## config.mk

```make
export PLATFORM = sky130hd
export DESIGN_NAME = max_operand_loader
export DESIGN_NICKNAME = d
export VERILOG_FILES = /design/src/rtl/max_pkg.sv /design/src/rtl/load_counter.sv /design/src/rtl/max_operand_loader.sv
export SDC_FILE = /design/constraint.sdc
export NUM_CORES = 1
export LEC_CHECK = 0
export BUFFER_PORTS_ARGS = -buffer_cell sky130_fd_sc_hd__clkbuf_2
export CORE_MARGIN = 2
export CORE_UTILIZATION = 54
export DETAILED_ROUTE_END_ITERATION = 10
export MAX_ROUTING_LAYER = met4
export PLACE_DENSITY = 0.84
export SLEW_MARGIN = 20
export SYNTH_ARGS = -nofsm -noshare
export SYNTH_HDL_FRONTEND = slang
export SYNTH_HIERARCHICAL = 1
export SYNTH_SLANG_ARGS = --single-unit
```

## constraint.sdc

```tcl
create_clock -name clk -period 3 [get_ports clk]
set_input_delay 0.6 -clock clk [delete_from_list [all_inputs] [get_ports clk]]
set_output_delay 0.6 -clock clk [all_outputs]
set_load 0.05 [all_outputs]
```

## src/rtl/max_pkg.sv

```systemverilog
// Shared definitions for the loader and the 4-number max stage.
package max_pkg;

    localparam int unsigned OPW  = 4;
    localparam int unsigned NUMS = 4;

    typedef enum logic [1:0] {
        IDLE,
        LOAD,
        FULL
    } loader_state_t;

endpackage

```

## src/rtl/load_counter.sv

```systemverilog
// Saturating 0..N up-counter with synchronous clear and asynchronous reset.
module load_counter #(
    parameter int unsigned N  = 4,
    parameter int unsigned CW = $clog2(N + 1)
) (
    input  logic          clk,
    input  logic          rst,
    input  logic          clr,
    input  logic          inc,
    output logic [CW-1:0] count,
    output logic          full
);

    assign full = (count == CW'(N));

    // Clear has priority over increment; the count holds once it reaches N.
    always_ff @(posedge clk or posedge rst) begin
        if (rst) begin
            count <= '0;
        end else if (clr) begin
            count <= '0;
        end else if (inc && !full) begin
            count <= count + CW'(1);
        end
    end

endmodule

```

## src/rtl/max_operand_loader.sv

```systemverilog
// Serial-to-parallel operand loader feeding the 4-number max stage.
// Operands arrive one per handshake and fill nums[1..N] in arrival order.
module max_operand_loader
    import max_pkg::*;
#(
    parameter int unsigned W  = OPW,
    parameter int unsigned N  = NUMS,
    localparam int unsigned CW = $clog2(N + 1)
) (
    input  logic                 clk,
    input  logic                 rst,
    input  logic                 start,
    input  logic                 in_valid,
    input  logic [W-1:0]         in_data,
    output logic                 in_ready,
    output logic [1:N][W-1:0]    nums,
    output logic                 nums_valid,
    input  logic                 ack,
    output logic [CW-1:0]        count
);

    loader_state_t state;
    loader_state_t state_next;

    logic accept;
    logic clr;
    logic inc;
    logic full;

    load_counter #(
        .N  (N),
        .CW (CW)
    ) u_load_counter (
        .clk   (clk),
        .rst   (rst),
        .clr   (clr),
        .inc   (inc),
        .count (count),
        .full  (full)
    );

    // Moore outputs decoded from state only.
    assign in_ready   = (state == LOAD);
    assign nums_valid = (state == FULL);
    assign accept     = in_ready && in_valid;

    // Next-state logic; start in LOAD wins over a simultaneous accept.
    always_comb begin
        state_next = state;
        clr        = 1'b0;
        inc        = 1'b0;
        unique case (state)
            IDLE: begin
                if (start) begin
                    clr        = 1'b1;
                    state_next = LOAD;
                end
            end
            LOAD: begin
                if (start) begin
                    clr = 1'b1;
                end else if (accept && !full) begin
                    inc = 1'b1;
                    if (count == CW'(N - 1)) begin
                        state_next = FULL;
                    end
                end
            end
            FULL: begin
                if (ack) begin
                    state_next = IDLE;
                end
            end
            default: state_next = IDLE;
        endcase
    end

    // State register.
    always_ff @(posedge clk or posedge rst) begin
        if (rst) begin
            state <= IDLE;
        end else begin
            state <= state_next;
        end
    end

    // Operand register file: an accepted operand lands at index count+1.
    always_ff @(posedge clk or posedge rst) begin
        if (rst) begin
            nums <= '0;
        end else if (clr) begin
            nums <= '0;
        end else if (inc) begin
            for (int i = 1; i <= int'(N); i++) begin
                if (count == CW'(i - 1)) begin
                    nums[i] <= in_data;
                end
            end
        end
    end

endmodule

```

==> impl_metrics.yaml, run 1 <==
worst_setup_path:
  crit_fanout: 9
  timing.rr.end: "nums[15]$_DFFE_PP0P_"
  ff2ff_path_depth: 6
  r2r_setup_slack_ns: 1.01
  rr_startpoint: "u_load_counter/count[0]$_DFFE_PP0P_"
  worst-setup-path-type: "flip-flop to flip-flop"
  start_kind: "flip-flop"
  cp.arrival_ns: 2.18
  worstPathCellList: "inv_1 -> ha_1 -> and2_1 -> nor2_1 -> nand3_2 -> mux2i_1"
  cp.required_ns: 3.19
  slowest_stage: "dfrtp_1"
  cp-end-kind: "flip-flop"
  critical_path.max_stage_delay_ns: 0.56
sta:
  min_period_ns: 1.99
  finClkSkew_ns: 0.00945
  slew_headroom: 0.493
  timing.final.crit_share: 0.663
  final_max_slew_viol_count: 0
  finalSetupViolations: 0
  rsz0062_at_grt: "no"
  fmax_mhz: 503
  hold_viol_final: 0
  fin_tns_setup_ns: 0
  worst_pin_slew_ns: 0.760
drt:
  num_vias: 802
  routedWlPerCell_um: 14.2
  totalWireLength_um: 2150
  wl_met2_um: 1100
  routed_via_density: 5.28
  drc: 0
  drtPass1Iterations: 7
  drtIter0Drc: 7
  ant_nets: 0
  routedLengthMet1_um: 962
  top_layer: "met4"
  wl_met3_um: 79
layout:
  stdcell_count: 152
  regArea_um2: 526
  diodes: 0
  multi_input_area_um2: 509
  drive_gt1_frac: 0.336
  nets: 137
  fillCellCount: 169
  area_growth_pct: 18.5
power_and_ir_drop:
  netSwitchingFraction: 0.295
  power_leakage_nw: 0.679
  switchingPower_w: 0.000152
  pwr-share-comb: 0.156
  p_seq_frac: 0.574
  peakVddDrop_mv: 0.304
  pwr-share-clk: 0.270
  p_int_w: 0.000364
  p_per_area_nw_per_um2: 409
clock_network:
  cts_tree: "built"
  clock_latency_ns: 0.31
  ctsHtreeMaxLevel: 1
  clk_root_buffer_cell: "clkbuf_4"
  clk_pin_slew_ns: 0.12
  cts_setup_buffers: 0
  cts_resized: 0
  cts_inserted_buffers: 3
  cts_hold_buf: 0
  clockBufferDepth: 2
  cts_sinks: 21
place:
  place_hpwl_um: 1640
  placedCellCount: 148
  gp_congestion: 0.731
  portBuffers: 29
grt:
  grt_pass1_vias: 853
  antenna_found_initial: 0
  grt_pass1_wl_um: 3860
  grt.total_usage: 0.220
  overflow: 0
  grt_start_max_net_pins: 22
synthesis:
  synth_top_cell_by_area: "dfrtp_1"
  ys_seq_area_frac: 0.493
  synth_top_cell_area_share: 0.493
  ys_warn_count: 6
  syn_area_per_cell_um2: 11.3
  synth_cell_types: 26
  synthCells: 94
  synth_area_leaders: "dfrtp_1, mux2i_1, nand2_1, nand4b_4, o211ai_1"
  synth_fp_nets: 105
  synth-seq-cells: 21
  netlist_area_um2: 1070
floorplanning:
  initial_core_util: 0.561
  die_area_um2: 2350
  fp.dieW_um: 48.4
  die-height_um: 48.4
  coreArea_um2: 1900
  std_cell_rows: 16
  io-pin-count: 30
hold_path:
  min_path_type: "input pin to asynchronous set/reset pin"
outcome:
  status: "finished, final reports clean"
job:
  maxCapViolCount: 0
==> cell type report <==
cell class	instances	share of cell area
flip-flops and latches	21	0.416
well taps	27	0.0267
clock buffers	3	0.0178
inverters	6	0.0178
clock inverters	1	0.00396
repair buffers	29	0.115
multi-input cells	65	0.403
==> worst max-delay path, delay by kind of cell, from the launching register on <==
| kind | cells | cell delay, ns |
|---|---|---|
| muxes | 1 | 0.16 |
| buffers and inverters | 1 | 0.09 |
| adders and majority gates | 1 | 0.24 |
| and+or+nand+nor | 3 | 0.82 |
| DFF | 1 | 0.56 |
==> cells in the mapped netlist <==
master / number
o22ai_1: 1
nand4bb_4: 1
or2_1: 1
o21ai_1: 5
nand2b_1: 4
a21oi_1: 1
and4b_1: 1
and2_1: 1
ha_1: 2
and4bb_4: 1
nor3_1: 1
nand4b_4: 2
a21boi_2: 1
nand2_1: 16
buf_2: 1
mux2_4: 1
inv_2: 1
nor2_1: 5
nor2b_1: 2
clkbuf_1: 1
o211ai_1: 4
inv_1: 5
nand4bb_2: 1
mux2i_1: 13
nand3_2: 1
dfrtp_1: 21
==> power groups by stage <==
stage	Clock, W	Combinational [W]	Sequential (W)
floorplan	0	0.0000392	0.000322
global placement	0	0.0000790	0.000302
detailed placement	0	0.0000810	0.000302
CTS	0.000142	0.0000816	0.000297
global route	0.000151	0.0000879	0.000298
finish	0.000140	0.0000806	0.000296
==> sequential cells by signal (all words and copies together), names as in the netlist <==
name,count
state,2
nums,16
u_load_counter/count,3
==> how the worst max path moves through the flow <==
stage	cells past startpoint	startpoint	to	slack, ns
after floorplan	6	u_load_counter/count[0]$_DFFE_PP0P_	nums[12]$_DFFE_PP0P_	0.91
after global placement	6	u_load_counter/count[0]$_DFFE_PP0P_	nums[14]$_DFFE_PP0P_	1.15
after detailed placement	6	u_load_counter/count[0]$_DFFE_PP0P_	nums[14]$_DFFE_PP0P_	1.05
after CTS	6	u_load_counter/count[0]$_DFFE_PP0P_	nums[14]$_DFFE_PP0P_	1.0
after global routing	6	u_load_counter/count[0]$_DFFE_PP0P_	nums[14]$_DFFE_PP0P_	0.87
final	6	u_load_counter/count[0]$_DFFE_PP0P_	nums[15]$_DFFE_PP0P_	1.01
==> routing by layer <==
metal  up-vias  global-route usage
li1        386                   -
met2        19               0.380
met5         -                   -
met4         0              0.0714
met3         2              0.0370
met1       395               0.265
==> cell usage in the layout (no fill, tap or decap), types with 2 or more instances in the layout <==
cell type and instances:
nand2_1 16, dfrtp_1 21, clkbuf_2 29, o21ai_1 5, nand4b_4 2, nor2b_1 2
ha_1 2, mux2i_1 13, o211ai_1 4, inv_1 5, nand2b_1 4, clkbuf_4 3
nor2_1 5
==> cells by family (layout without fill, tap and decap cells) <==
family,after synthesis,after routing,synth area share
fa+ha+maj,2,2,0.0235
compound gates,12,12,0.0728
mux,14,14,0.136
flops,21,21,0.493
buf+inv,8,39,0.0293
simple gates,37,37,0.245
==> stage by stage <==
| stage | setup WS [ns] | total power (W) | hold slack (ns) | area (um^2) | util |
|---|---|---|---|---|---|
| 2_1_floorplan | 0.906 | 0.000362 | 0.354 | 1070 | - |
| 3_3_place_gp | 1.15 | 0.000381 | 0.463 | 1240 | 0.650 |
| 3_5_place_dp | 1.05 | 0.000383 | 0.477 | 1240 | 0.650 |
| 4_1_cts | 0.995 | 0.000520 | 0.135 | 1260 | 0.664 |
| 5_1_grt | 0.875 | 0.000537 | 0.142 | 1260 | 0.664 |
| 6_report | 1.01 | 0.000517 | 0.139 | 1260 | 0.664 |
No activity file was read; power rests on OpenSTA's default activity.
==> run 2: changes to the inputs <==
CORE_UTILIZATION = 45   (was 54)
PLACE_DENSITY = 0.75   (was 0.84)
clock period = 1.79 ns   (was 3 ns; I/O delays follow)
==> impl_metrics.yaml, run 2 (synthesis gave the netlist of run 1 again) <==
clock_network:
  clockBufferDepth: 2
  cts_inserted_buffers: 3
  clk_pin_slew_ns: 0.12
  ctsHtreeMaxLevel: 1
  cts_tree: "built"
  clk_root_buffer_cell: "clkbuf_4"
  clock_latency_ns: 0.31
  cts_sinks: 21
sta:
  fin_tns_setup_ns: 0
  slew_headroom: 0.551
  finClkSkew_ns: 0.00269
  finalSetupViolations: 0
  worst_pin_slew_ns: 0.673
  min_period_ns: 1.69
  fmax_mhz: 591
  timing.final.crit_share: 0.945
  final_max_slew_viol_count: 0
  rsz0062_at_grt: "no"
  hold_viol_final: 0
place:
  placedCellCount: 152
  place_hpwl_um: 1650
  gp_congestion: 0.714
  portBuffers: 29
power_and_ir_drop:
  pwr-share-comb: 0.172
  p_seq_frac: 0.564
  p_int_w: 0.000619
  netSwitchingFraction: 0.290
  peakVddDrop_mv: 0.416
  switchingPower_w: 0.000253
  p_per_area_nw_per_um2: 660
  pwr-share-clk: 0.264
  power_leakage_nw: 0.697
grt:
  grt_start_max_net_pins: 21
  antenna_found_initial: 0
  grt_pass1_wl_um: 3310
  grt_most_used_layer: "met2"
  grt.total_usage: 0.171
  met3_usage: 0.0257
  grt_pass1_vias: 736
  grtUsageMet1: 0.219
  use_met2: 0.273
  overflow: 0
layout:
  nets: 141
  drive_gt1_frac: 0.380
  largest_register_ff_count: 16
  layout_common_cells: "clkbuf_2, dfrtp_1, nand2_1"
  final_common_cell: "clkbuf_2"
  largestRegisters: "nums: 16 flops, u_load_counter/count: 3 flops, state: 2 flops"
  stdcell_count: 157
  area_growth_pct: 23.9
  regMostFlops: "nums"
  diodes: 0
  fillCellCount: 197
floorplanning:
  io-pin-count: 30
  die_area_um2: 2770
  die-height_um: 52.7
  initial_core_util: 0.477
  std_cell_rows: 17
  fp.dieW_um: 52.7
  coreArea_um2: 2230
drt:
  num_vias: 821
  routed_via_density: 5.23
  routedWlPerCell_um: 13.7
  drtPass1Iterations: 4
  drc: 0
  drtIter0Drc: 5
  totalWireLength_um: 2150
  ant_nets: 0
worst_setup_path:
  worst-setup-path-type: "flip-flop to flip-flop"
  cp.required_ns: 1.99
  crit_fanout: 3
  ff2ff_path_depth: 6
  cp-end-kind: "flip-flop"
  cp.arrival_ns: 1.90
  start_kind: "flip-flop"
hold_path:
  min_path_type: "input pin to flip-flop"
  hold_depth: 2
job:
  maxCapViolCount: 0
outcome:
  status: "finished, final reports clean"
## run 2: worst paths after layout
kind                                                     start                             endpoint  slack, ns
hold / removal                                             ack                 state[1]$_DFFE_PP0P_       0.23
max in group asynchronous                                  rst                  nums[0]$_DFFE_PP0P_       0.69
setup reg to reg           u_load_counter/count[0]$_DFFE_PP0P_  u_load_counter/count[0]$_DFFE_PP0P_        0.1
setup / recovery           u_load_counter/count[0]$_DFFE_PP0P_  u_load_counter/count[0]$_DFFE_PP0P_        0.1
min in group asynchronous                                  rst  u_load_counter/count[2]$_DFFE_PP0P_       0.44
hold reg to reg                           nums[12]$_DFFE_PP0P_                 nums[12]$_DFFE_PP0P_       0.53
## run 2: power groups by stage
stage	Sequential [W]	Combinational, W	Clock [W]
CTS	0.000492	0.000151	0.000231
detailed placement	0.000502	0.000148	0
finish	0.000492	0.000150	0.000230
global route	0.000494	0.000161	0.000253
floorplan	0.000543	0.0000657	0
global placement	0.000501	0.000145	0
## run 2: layout make-up
| cell class | instances | area (um^2) | share of cell area |
|---|---|---|---|
| sequential | 21 | 533 | 0.403 |
| multi-input combinational | 65 | 526 | 0.398 |
| timing repair buffer | 33 | 178 | 0.134 |
| tap | 28 | 35.0 | 0.0265 |
| clock buffer | 3 | 22.5 | 0.0170 |
| inverter | 6 | 22.5 | 0.0170 |
| clock inverter | 1 | 5.00 | 0.00379 |
## run 2: worst max-delay path: stages (launching register included)
cell and delay [ns]:
dfrtp_4 0.42, inv_1 0.04, ha_1 0.22, and2_1 0.19, nor2_1 0.15, a21boi_2 0.25
mux2_4 0.31
## run 2: metrics by stage
stage                     setup WS [ns]  hold slack [ns]  utilization  total power (W)  cell area (um^2)
after floorplan                 0.00112            0.112            -         0.000608              1080
after global placement            0.116            0.229        0.569         0.000646              1270
after detailed placement         0.0981            0.236        0.569         0.000650              1270
after CTS                        0.0697            0.235        0.585         0.000874              1310
after global routing             0.0234            0.228        0.592         0.000908              1320
final                            0.0976            0.235        0.592         0.000873              1320
## run 2: repair_timing
| item | in CTS | in global routing |
|---|---|---|
| hold endpoints to repair | 3 | 0 |
| hold buffers | 1 | 0 |
| endpoints found under the setup margin | 0 | 4 |
| gates resized for setup | 0 | 2 |
| buffers inserted | 0 | 0 |
## run 2: routing by layer
metal	up-vias	share of wire
met5	-	0
met1	403	0.45
met2	20	0.50
met3	4	0.036
met4	0	0.015
li1	394	-
==> run 3: changes to the inputs <==
--- a/config.mk
+++ b/config.mk
@@ -8,2 +8,3 @@
 export BUFFER_PORTS_ARGS = -buffer_cell sky130_fd_sc_hd__clkbuf_2
+export CORE_ASPECT_RATIO = 0.75
 export CORE_MARGIN = 2
==> constraint.sdc (replaced) <==
create_clock -name clk -period 1.5 [get_ports clk]
set_input_delay 0.3 -clock clk [delete_from_list [all_inputs] [get_ports clk]]
set_output_delay 0.3 -clock clk [all_outputs]
set_load 0.1 [all_outputs]
==> impl_metrics.yaml, run 3 (synthesis gave the netlist of run 1 again) <==
sta:
  worst_pin_slew_ns: 0.545
  setup_slack_ns: -0.0280
  final_max_slew_viol_count: 0
  rsz0062_at_grt: "yes"
  fmax_mhz: 654
  slew_headroom: 0.638
  finalSetupViolations: 6
  timing.final.crit_share: 1.02
  hold_viol_final: 0
  fin_tns_setup_ns: -0.0942
  finClkSkew_ns: 0.00496
  timing.hold.ws_ns: 0.178
  min_period_ns: 1.53
power_and_ir_drop:
  p_total_w: 0.00115
  p_per_area_nw_per_um2: 729
  peakVddDrop_mv: 0.697
  power_leakage_nw: 0.877
layout:
  diodes: 0
  fillCellCount: 160
  largest_register_ff_count: 16
  stdcell_count: 171
  final_common_cell: "buf_4"
  area_growth_pct: 48.5
  drive_gt1_frac: 0.511
  largestRegisters: "nums: 16 flops, u_load_counter/count: 3 flops, state: 2 flops"
  regMostFlops: "nums"
  nets: 149
  layout_common_cells: "buf_4, dfrtp_1, nand2_1"
worst_setup_path:
  cp.arrival_ns: 1.77
  cp-startpoint: "u_load_counter/count[1]$_DFFE_PP0P_"
  worst-setup-path-type: "flip-flop to flip-flop"
  crit_fanout: 6
  r2r_setup_slack_ns: -0.03
  cp-end-kind: "flip-flop"
  start_kind: "flip-flop"
  rr_startpoint: "u_load_counter/count[1]$_DFFE_PP0P_"
  cp.required_ns: 1.74
  cp-endpoint: "nums[3]$_DFFE_PP0P_"
  ff2ff_path_depth: 6
  timing.rr.end: "nums[3]$_DFFE_PP0P_"
hold_path:
  min_path_type: "input pin to flip-flop"
  hold_depth: 2
clock_network:
  ctsHtreeMaxLevel: 1
  clockBufferDepth: 2
  clock_latency_ns: 0.31
  cts_tree: "built"
  cts_inserted_buffers: 3
  clk_root_buffer_cell: "clkbuf_4"
  cts_sinks: 21
  clk_pin_slew_ns: 0.13
outcome:
  status: "complete, but fails checks"
  violations: "negative setup slack"
floorplanning:
  coreArea_um2: 2270
  std_cell_rows: 15
  die_area_um2: 2780
  initial_core_util: 0.469
  io-pin-count: 30
  die-height_um: 46.2
  fp.dieW_um: 60.2
place:
  dp_slack_ns: -0.0438
  place_hpwl_um: 1880
  placedCellCount: 164
  gp_congestion: 0.737
  portBuffers: 29
grt:
  grt_pass1_vias: 799
  grt_pass1_wl_um: 3870
  overflow: 0
  grt_start_max_net_pins: 19
  antenna_found_initial: 0
  grt.total_usage: 0.200
drt:
  num_vias: 851
  routedWlPerCell_um: 14.6
  ant_nets: 0
  drtIter0Drc: 16
  drc: 0
  routed_via_density: 4.98
  totalWireLength_um: 2510
  drtPass1Iterations: 4
job:
  maxCapViolCount: 0
[run 3: layout make-up]
class | instances | area, um^2 | area share
flip-flops and latches | 21 | 536 | 0.338
well taps | 34 | 42.5 | 0.0269
clock inverters | 1 | 5.00 | 0.00316
multi-input cells | 65 | 593 | 0.375
clock buffers | 3 | 22.5 | 0.0142
inverters | 6 | 25.0 | 0.0158
repair buffers | 41 | 359 | 0.227
[run 3: through the flow]
| step | area (um^2) | util |
|---|---|---|
| after global routing | 1580 | 0.697 |
| final | 1580 | 0.697 |
| after global placement | 1490 | 0.654 |
| after floorplan | 1130 | - |
| after CTS | 1550 | 0.682 |
| after detailed placement | 1490 | 0.654 |
[run 3: power by group]
part	total, W	switching [W]	internal (W)
sequential	0.000590	0.00000925	0.000580
combinational	0.000281	0.000184	0.0000969
clock	0.000284	0.000184	0.0000995
[run 3: metal layers]
| layer | part of all wire | vias to the layer above | track usage |
|---|---|---|---|
| met5 | 0 | - | - |
| met4 | 0 | 0 | 0.0667 |
| met3 | 0.035 | 0 | 0.0365 |
| met2 | 0.47 | 25 | 0.296 |
| met1 | 0.49 | 415 | 0.277 |
| li1 | - | 411 | - |
[run 3: worst min path at each step]
stage          startpoint                                   to  slack [ns]
3_3_place_gp          rst  u_load_counter/count[0]$_DFFE_PP0P_        0.16
5_1_grt               ack                 state[1]$_DFFE_PP0P_        0.17
2_1_floorplan         rst  u_load_counter/count[0]$_DFFE_PP0P_        0.05
4_1_cts               ack                 state[1]$_DFFE_PP0P_        0.17
3_5_place_dp          rst  u_load_counter/count[0]$_DFFE_PP0P_        0.17
6_report              ack                 state[1]$_DFFE_PP0P_        0.18
[run 3: worst max-delay path: stages (launching register included)]
cell and delay, ns:
dfrtp_4 0.45, inv_4 0.04, ha_4 0.15, and2_4 0.17, nand4bb_4 0.23, or2_4 0.29
o21ai_1 0.13
[run 3: repair_timing]
item                                    in CTS  in global routing
pin swaps                                    1                  3
resized for setup                            5                  7
endpoints found under the setup margin      17                 18
setup buffers                                1                  1
hold buffers                                 1                  0
endpoints found under the hold margin       21                  0
